File: src/rtl/banner_scroll_ctrl.sv
// ---------------------------------------------------------------------------
// banner_scroll_ctrl
//
// Loads a short message of hex nibbles into a buffer, then scrolls it across
// a four-digit multiplexed display. Scrolling runs automatically off a
// prescaled tick or manually with single step pulses while paused. The
// scroll direction can advance or retreat. A message shorter than four
// digits repeats across the display.
//
// Parameters
//   N         : maximum message length in nibbles (4..16)
//   DVSR      : clk cycles per automatic scroll tick (>= 2)
//   REFRESH_W : width of the display refresh counter; its top two bits
//               select the digit being driven
//
// Ports
//   clk, reset_n        : clock (rising edge), async active-low reset
//   clear               : synchronous return to IDLE, highest priority
//   wr_valid/wr_data/
//   wr_last/wr_ready    : nibble write handshake for loading the message
//   run, dir, step      : auto-scroll enable, direction, manual step pulse
//   pos, msg_len        : current scroll offset and stored message length
//   active              : high while scrolling or paused
//   scroll_tick         : one-cycle pulse on each automatic move
//   an, digit_nib       : registered active-low digit enables and nibble
// ---------------------------------------------------------------------------
module banner_scroll_ctrl #(
  parameter int N         = 10,
  parameter int DVSR      = 50000000,
  parameter int REFRESH_W = 18
) (
  input  logic       clk,
  input  logic       reset_n,
  input  logic       clear,
  input  logic       wr_valid,
  input  logic [3:0] wr_data,
  input  logic       wr_last,
  output logic       wr_ready,
  input  logic       run,
  input  logic       dir,
  input  logic       step,
  output logic [3:0] pos,
  output logic [4:0] msg_len,
  output logic       active,
  output logic       scroll_tick,
  output logic [3:0] an,
  output logic [3:0] digit_nib
);

  localparam int              PW        = $clog2(DVSR);
  localparam logic [PW-1:0]   PRESC_MAX = PW'(DVSR - 1);
  localparam logic [4:0]      LAST_PTR  = 5'(N - 1);

  typedef enum logic [1:0] {IDLE, LOAD, SCROLL, PAUSE} state_t;

  state_t                 state;
  state_t                 state_next;
  logic [4:0]             wr_ptr;
  logic [PW-1:0]          presc;
  logic [REFRESH_W-1:0]   refresh;
  logic [1:0]             sel;
  logic [3:0]             msg_buf [16];
  logic                   accept;
  logic                   is_final;
  logic                   move_now;
  logic [3:0]             moved_pos;
  logic [4:0]             disp_idx;
  logic [3:0]             an_next;

  // One scroll step around the message ring; a one-nibble message never moves.
  function automatic logic [3:0] move_pos(input logic [3:0] p,
                                          input logic [4:0] len,
                                          input logic       d);
    if (len <= 5'd1)
      return p;
    if (!d)
      return ({1'b0, p} == len - 5'd1) ? 4'd0 : p + 4'd1;
    return (p == 4'd0) ? 4'(len - 5'd1) : p - 4'd1;
  endfunction

  assign wr_ready    = (state == IDLE) || (state == LOAD);
  assign active      = (state == SCROLL) || (state == PAUSE);
  assign accept      = wr_valid && wr_ready;
  // The last buffer slot always terminates the message, even without wr_last.
  assign is_final    = wr_last || (wr_ptr == LAST_PTR);
  assign scroll_tick = (state == SCROLL) && (presc == PRESC_MAX);
  assign move_now    = scroll_tick || ((state == PAUSE) && step);
  assign moved_pos   = move_pos(pos, msg_len, dir);
  assign sel         = refresh[REFRESH_W-1 -: 2];

  // State register.
  always_ff @(posedge clk or negedge reset_n) begin
    if (!reset_n)
      state <= IDLE;
    else
      state <= state_next;
  end

  // Next-state logic: clear overrides everything, loading ends on the final
  // write, and run toggles between SCROLL and PAUSE.
  always_comb begin
    state_next = state;
    if (clear) begin
      state_next = IDLE;
    end else begin
      case (state)
        IDLE: begin
          if (accept)
            state_next = is_final ? (run ? SCROLL : PAUSE) : LOAD;
        end
        LOAD: begin
          if (accept && is_final)
            state_next = run ? SCROLL : PAUSE;
        end
        SCROLL: begin
          if (!run)
            state_next = PAUSE;
        end
        PAUSE: begin
          if (run)
            state_next = SCROLL;
        end
        default: state_next = IDLE;
      endcase
    end
  end

  // Write pointer, message length, scroll offset and prescaler. The
  // prescaler only advances in SCROLL so a pause keeps the partial interval.
  always_ff @(posedge clk or negedge reset_n) begin
    if (!reset_n) begin
      pos     <= '0;
      msg_len <= '0;
      wr_ptr  <= '0;
      presc   <= '0;
    end else if (clear) begin
      pos     <= '0;
      msg_len <= '0;
      wr_ptr  <= '0;
      presc   <= '0;
    end else begin
      if (accept) begin
        wr_ptr <= wr_ptr + 5'd1;
        if (is_final) begin
          msg_len <= wr_ptr + 5'd1;
          pos     <= '0;
        end
      end else if (state == IDLE) begin
        wr_ptr <= '0;
      end
      if (state == SCROLL)
        presc <= (presc == PRESC_MAX) ? '0 : presc + PW'(1);
      if (move_now)
        pos <= moved_pos;
    end
  end

  // Message storage; contents need no reset because nothing reads them
  // until a full message has been loaded.
  always_ff @(posedge clk) begin
    if (accept)
      msg_buf[wr_ptr[3:0]] <= wr_data;
  end

  // Free-running refresh counter that multiplexes the four digits.
  always_ff @(posedge clk or negedge reset_n) begin
    if (!reset_n)
      refresh <= '0;
    else
      refresh <= refresh + REFRESH_W'(1);
  end

  // Buffer index for the selected digit: (pos + sel) mod msg_len. Since
  // pos < msg_len and sel <= 3, three conditional subtractions suffice even
  // for a one-nibble message.
  always_comb begin
    disp_idx = {1'b0, pos} + {3'b000, sel};
    for (int i = 0; i < 3; i++) begin
      if ((msg_len != 5'd0) && (disp_idx >= msg_len))
        disp_idx = disp_idx - msg_len;
    end
    case (sel)
      2'd0:    an_next = 4'b0111;
      2'd1:    an_next = 4'b1011;
      2'd2:    an_next = 4'b1101;
      default: an_next = 4'b1110;
    endcase
  end

  // Registered display drive; blanked outside SCROLL/PAUSE and on clear so
  // the display is dark in the first IDLE cycle.
  always_ff @(posedge clk or negedge reset_n) begin
    if (!reset_n) begin
      an        <= 4'b1111;
      digit_nib <= '0;
    end else if (clear || !active) begin
      an        <= 4'b1111;
      digit_nib <= '0;
    end else begin
      an        <= an_next;
      digit_nib <= msg_buf[disp_idx[3:0]];
    end
  end

endmodule

File: config.mk
export PLATFORM = sky130hd
export DESIGN_NAME = banner_scroll_ctrl
export DESIGN_NICKNAME = d
export VERILOG_FILES = /design/src/rtl/banner_scroll_ctrl.sv
export SDC_FILE = /design/constraint.sdc
export NUM_CORES = 1
export LEC_CHECK = 0
export BUFFER_PORTS_ARGS = -buffer_cell sky130_fd_sc_hd__buf_2
export CAP_MARGIN = 10
export CORE_ASPECT_RATIO = 1.2
export CORE_UTILIZATION = 25
export DETAILED_ROUTE_END_ITERATION = 8
export GPL_TIMING_DRIVEN = 0
export PLACE_DENSITY = 0.5
export SLEW_MARGIN = 15
export SYNTH_ARGS = -nofsm -noshare
export SYNTH_HDL_FRONTEND = slang
export SYNTH_SLANG_ARGS = --single-unit
export TNS_END_PERCENT = 1
File: constraint.sdc
create_clock -name clk -period 8.2 [get_ports clk]
set_clock_uncertainty 0.05 [all_clocks]
set_input_delay 1.64 -clock clk [delete_from_list [all_inputs] [get_ports clk]]
set_output_delay 1.64 -clock clk [all_outputs]
set_load 0.01 [all_outputs]
==> run metrics, run 1 <==
cell repeated most along the worst path=ha_1; switching share of power=between 30% and 40%; Root Buffer=clkbuf_16; htree depth=4; DIE HEIGHT=approximately 190 um; top cell type's share of synthesized area=a little over a quarter; Leakage Power=3.26 nW; critical path fanouts, max=10; Starting Density=25.4%; Setup WS post-layout=~1.5 ns; WP data required=around 8.4 ns; total clock sinks=132; TritonCTS buffer count=17; Port Buf Inserts=31; mean routed wirelength per cell=between 15 and 20 um; top_reg_cell synth=edfxtp_1; Fill cells=around 2900; WS Path Type=reg -> reg; routability congestion estimate from global placement=between 0.7 and 0.8; unrepaired setup endpoints after global routing=false; Cells after Synth=about 630; Logic pwr share=between 20 and 30%; crit path time final=6.70 ns; Final Hold Vio Count=0; Seq/Total Area, Yosys=51.1%; largest net degree at the start of global routing=48; Congestion Overflow GR=0; Yosys Warn Count=0; Mean Syn Cell Area=between 10 and 15 um^2; ranking of synthesized cells by area=edfxtp_1 (27%), dfrtp_1 (23%), mux2i_1 (6.9%); Clock Latency Late Sink=approximately 0.42 ns; DR vias=between 4000 and 5000; Internal Power=about 1.4 mW; sequential power share=between 30% and 40%; CORE AREA=around 28000 um^2; die area=29100 um^2; critical path startpoint category=flip-flop; CTS Hold Bufs=0; Final Slew Violations=0; VDD IR max=0.140 mV; Cell variety after synth=72; DR iter-0 viols=between 200 and 300; Clock Path Buffers=2; CTS tree=done; I/O pins=32; DRC violations left=0; Rel. slew slack=around 29%; status=finished, final reports clean; antenna violations before repair=1; biggest area consumer among synthesized cells=edfxtp_1; worst slew pin tran=around 1.1 ns; max incr delay on CP=approximately 0.5 ns; worst hold margin=~0.41 ns; remaining antenna violation count after routing=0; Period Utilization, post-route=between 80% and 90%; PwrDens=245 nW/um^2; Synth top cells by count=dfrtp_1 (64), edfxtp_1 (64), nor2_1 (60), mux2i_1 (49), nand2_1 (40); Slowest-stage cell, CP=dfrtp_1; layout cells sized above 1=between 10% and 20%; Avg Vias per Cell=around 4.6; vias in the first global route=between 5000 and 6000; clock-pin slew on the worst setup and hold paths=roughly 0.06 ns; die width=roughly 160 um; FFs w/ async S/R, synth=~52%; Worst R2R Path Depth=25; first-pass GRT wire length=26.8 mm; worst hold path type=reg -> reg; syn nets=between 600 and 700; synthesized area=~7000 um^2; fmax=149 MHz; post-cts sizing count=0; P&R area growth vs syn=17.2%; row cnt=between 60 and 70; Net Sw Power=0.639 mW; Max Cap Viol=0; Post-CTS Setup Bufs=0; setup TNS=0 ns; NumNets Final=728; EDFF count, synth=64; # diodes=0; Worst setup EP type=flip-flop; hpwl dp=around 12 mm; Final setup viols=0; final WL=between 15 and 20 mm; GR Util All Layers=between 10% and 20%; Crit path arrival time=around 7 ns; number of synthesized register bits=~130; Clock Power Share=between 30% and 40%; hold path depth=1; Setup Slack @ Placement=between 1 and 1.5 ns; Pre-antenna DRT Iters=6
-- sequential cells by signal, indices dropped and copies added (netlist names) --
register and flops:
digit_nib 4, refresh 18, msg_len 5, pos 4, wr_ptr 5, state 2
presc 26, an 4, msg_buf 64
-- per-stage QoR --
stage	utilization (%)	area (um^2)	instances	power, mW
6_report	29.8	8320	1076	2.04
5_1_grt	29.8	8320	1076	2.15
4_1_cts	29.8	8320	1076	2.06
3_5_place_dp	27.8	7760	1044	1.33
3_3_place_gp	27.7	7730	1043	1.33
2_1_floorplan	-	7100	633	1.19
-- worst paths after layout --
| path | startpoint | endpoint | slack [ns] |
|---|---|---|---|
| setup / recovery | pos[0] | digit_nib[3] | 1.50 |
| hold / removal | refresh[13] | refresh[13] | 0.41 |
| setup reg to reg | pos[0] | digit_nib[3] | 1.50 |
| hold reg to reg | refresh[13] | refresh[13] | 0.41 |
| max in group asynchronous | reset_n | an[0] | 6.42 |
| min in group asynchronous | reset_n | presc[24] | 1.06 |
-- cells in the final DEF, fill, tap and decap left out, types with 5 or more instances in the layout --
master	count
and2_1	9
o21a_1	5
xnor2_1	27
clkbuf_1	11
nand2b_1	6
nand2_1	40
o31ai_1	6
and4_1	6
ha_1	28
nor2_1	60
a21o_1	6
inv_1	26
a31oi_1	9
and3_1	15
nand3_1	21
buf_2	31
or2_2	7
a211oi_1	5
edfxtp_1	64
xor2_1	14
nor2b_1	5
clkbuf_16	17
o21ai_0	24
nor3_1	15
dfrtp_1	64
nand4_1	7
a21oi_1	24
mux2i_1	49
o22ai_1	8
-- power by group through the flow --
stage               Clock (mW)  Combinational [mW]  Sequential [mW]
finish                   0.722               0.596            0.718
floorplan                    0               0.462            0.732
CTS                      0.738               0.606            0.718
detailed placement           0               0.604            0.731
global placement             0               0.600            0.730
global route             0.774               0.655            0.719
-- cell type report --
cell class	instances	area, um^2	share of cell area, %
inverters	28	105	1.26
flip-flops and latches	132	3630	43.6
well taps	379	474	5.70
plain buffers	15	92.6	1.11
repair buffers	32	185	2.23
clock buffers	18	429	5.16
multi-input cells	458	3280	39.4
clock inverters	14	130	1.56
-- kinds of logic (layout without fill, tap and decap cells) --
group           after synthesis  in the layout  synth area share [%]
simple gates                207            207                  14.7
mux                          54             54                  7.86
compound gates              124            124                  12.5
fa+ha+maj                    32             32                  6.06
buf+inv                      43            107                  2.78
xor+xnor                     41             41                  5.06
flops                       132            132                  51.1
-- worst max-delay path, delay by kind of cell, from the launching register on --
| kind | cells | cell delay (ns) |
|---|---|---|
| DFF | 1 | 0.50 |
| muxes | 4 | 0.91 |
| and+or+nand+nor | 6 | 1.23 |
| buffers and inverters | 1 | 0.24 |
| AOI/OAI and AO/OA | 8 | 1.77 |
| adders and majority gates | 5 | 1.55 |
| xor gates and xnor gates | 1 | 0.33 |
-- layer usage --
metal  wire length [um]  vias to the layer above  track usage [%]
met3                430                       15             2.02
met4                181                        2             4.45
met1               7130                     2437             14.3
met2               8490                       64             21.0
met5                 13                        -                0
li1                   -                     2440                -
Power figures use the tool's default switching activity.
==> inputs of run 2 (changes only) <==
--- a/config.mk
+++ b/config.mk
@@ -11,7 +11,7 @@
 export CORE_UTILIZATION = 25
 export DETAILED_ROUTE_END_ITERATION = 8
 export GPL_TIMING_DRIVEN = 0
-export PLACE_DENSITY = 0.5
+export PLACE_DENSITY = 0.52
 export SLEW_MARGIN = 15
 export SYNTH_ARGS = -nofsm -noshare
 export SYNTH_HDL_FRONTEND = slang
==> constraint.sdc (replaced) <==
create_clock -name clk -period 6 [get_ports clk]
set_clock_uncertainty 0.05 [all_clocks]
set_input_delay 1.2 -clock clk [delete_from_list [all_inputs] [get_ports clk]]
set_output_delay 1.2 -clock clk [all_outputs]
set_load 0.01 [all_outputs]
==> run 2 against run 1 <==
Compared with the run above: die area unchanged; cell count grew 3.1%; fmax increased by 16%; global-route usage decreased by 0.087 points; critical path type unchanged.
==> run metrics, run 2 (same netlist as run 1, synthesis figures left out) <==
Setup Slack @ Placement=-0.721 ns; status=finished, final reports clean; P&R area growth vs syn=25.2%; GR Util All Layers=roughly an eighth; PwrDens=345 nW/um^2; Final setup viols=0; DR vias=5011; commonest non-fill, non-tap cell in the layout=edfxtp_1; Storage cell area=between 3000 and 4000 um^2; remaining antenna violation count after routing=0; CORE AREA=roughly 28000 um^2; vias in the first global route=4999; Period Utilization, post-route=between 90% and 100%; Worst R2R Path Depth=26; Root Buffer=clkbuf_16; fmax=173 MHz; largest net degree at the start of global routing=51; Max Cap Viol=0; final WL=between 15 and 20 mm; leading cell types in the layout, fill and taps excluded=edfxtp_1 (64), dfrtp_1 (60), nor2_1 (57), mux2i_1 (46), nand2_1 (40); Final Slew Violations=0; worst hold path type=reg -> reg; hold path startpoint=refresh[8]; Leakage Power=3.51 nW; critical path fanouts, max=6; Pre-antenna DRT Iters=4; unrepaired setup endpoints after global routing=true; clock-pin slew on the worst setup and hold paths=approximately 0.06 ns; Crit path arrival time=5.99 ns; area of the multi-input gates=around 3500 um^2; NumNets Final=~760; Clock Latency Late Sink=~0.42 ns; Congestion Overflow GR=0; max reg flops=64; CP bufs+invs=4; VDD IR max=approximately 0.2 mV; row cnt=67; WS Path Type=reg -> reg; R2R setup slack=between 0.2 and 0.25 ns; die area=29100 um^2; worst slew pin tran=0.940 ns; Rel. slew slack=36.7%; DR iter-0 viols=~190; first-pass GRT wire length=~27 mm; R2R Path End=digit_nib[1]; DRC violations left=0; mean routed wirelength per cell=15.0 um; routability congestion estimate from global placement=~0.74; Slowest-stage cell, CP=fa_2; hpwl dp=roughly 12 mm; CTS Hold Bufs=0; critical path startpoint category=flip-flop; Setup WS post-layout=around 0.23 ns; Final Hold Vio Count=0; # diodes=0; crit path time final=between 5 and 6 ns; die width=156 um; I/O pins=32; Port Buf Inserts=31; max incr delay on CP=0.57 ns; TritonCTS buffer count=17; Fill cells=between 2000 and 3000; antenna violations before repair=1; Avg Vias per Cell=4.52; CTS tree=done; htree depth=4; Starting Density=between 20% and 30%; RR Startpoint=refresh[16]; DIE HEIGHT=approximately 190 um; layout cells sized above 1=between 20 and 25%; WP data required=approximately 6.2 ns; Clock Path Buffers=2; Worst setup EP type=flip-flop; worst hold endpoint=refresh[8]; hold path depth=1; total clock sinks=around 130; cell repeated most along the worst path=ha_4; Largest delay share family, worst path=compound AO/OA/AOI/OAI gates; worst hold margin=0.419 ns
run 2: cell types whose count changed in the layout (fill, tap and decap cells not counted), sizes merged:
cell	delta
buf	+33
inv	-1
clkbuf	+3
clkinv	-1
bufinv	-1
run 2: power breakdown:
part / total, mW / internal (mW) / switching [mW]
Sequential: 0.981 / 0.968 / 0.0134
Combinational: 1.13 / 0.592 / 0.537
Clock: 0.958 / 0.564 / 0.394
run 2: what timing repair did:
action                                  in CTS  in global routing
pin swaps                                   12                 22
buffers inserted                            19                 13
gates resized for setup                     25                 26
endpoints found under the setup margin       4                  4
cloned                                       1                  0
run 2: worst max-delay path by stage:
stage | cells after the start | to | slack [ns] | from
2_1_floorplan | 24 | digit_nib[0] | 0.22 | pos[0]
3_3_place_gp | 25 | digit_nib[3] | -0.71 | refresh[16]
3_5_place_dp | 25 | digit_nib[3] | -0.72 | refresh[16]
4_1_cts | 22 | digit_nib[3] | 0.02 | refresh[16]
5_1_grt | 27 | digit_nib[3] | -0.09 | refresh[16]
6_report | 26 | digit_nib[1] | 0.23 | refresh[16]
run 2: cell type report:
class / instances / area share [%]
inverters: 28 / 1.18
multi-input cells: 458 / 39.6
plain buffers: 15 / 1.13
repair buffers: 65 / 5.74
flip-flops and latches: 132 / 40.8
clock inverters: 11 / 0.872
clock buffers: 21 / 5.30
well taps: 379 / 5.33
run 2: per-layer routing:
layer | global-route usage (%) | part of all wire, % | vias up | wire [um]
met5 | 0 | 0.078 | - | 13
li1 | - | - | 2499 | -
met4 | 4.49 | 1.9 | 2 | 320
met2 | 21.1 | 52 | 42 | 8660
met1 | 13.8 | 44 | 2441 | 7310
met3 | 2.28 | 2.1 | 27 | 356
run 2: per-stage QoR:
step                      setup TNS, ns  instances  utilization, %  power [mW]  area, um^2
final                                 0       1109            31.9        3.07        8890
after detailed placement          -2.57       1044            27.8        1.83        7760
after global routing             -0.228       1109            31.9        3.22        8890
after global placement            -2.48       1043            27.7        1.82        7730
after floorplan                       0        633               -        1.63        7100
after CTS                             0       1096            31.0        3.03        8640
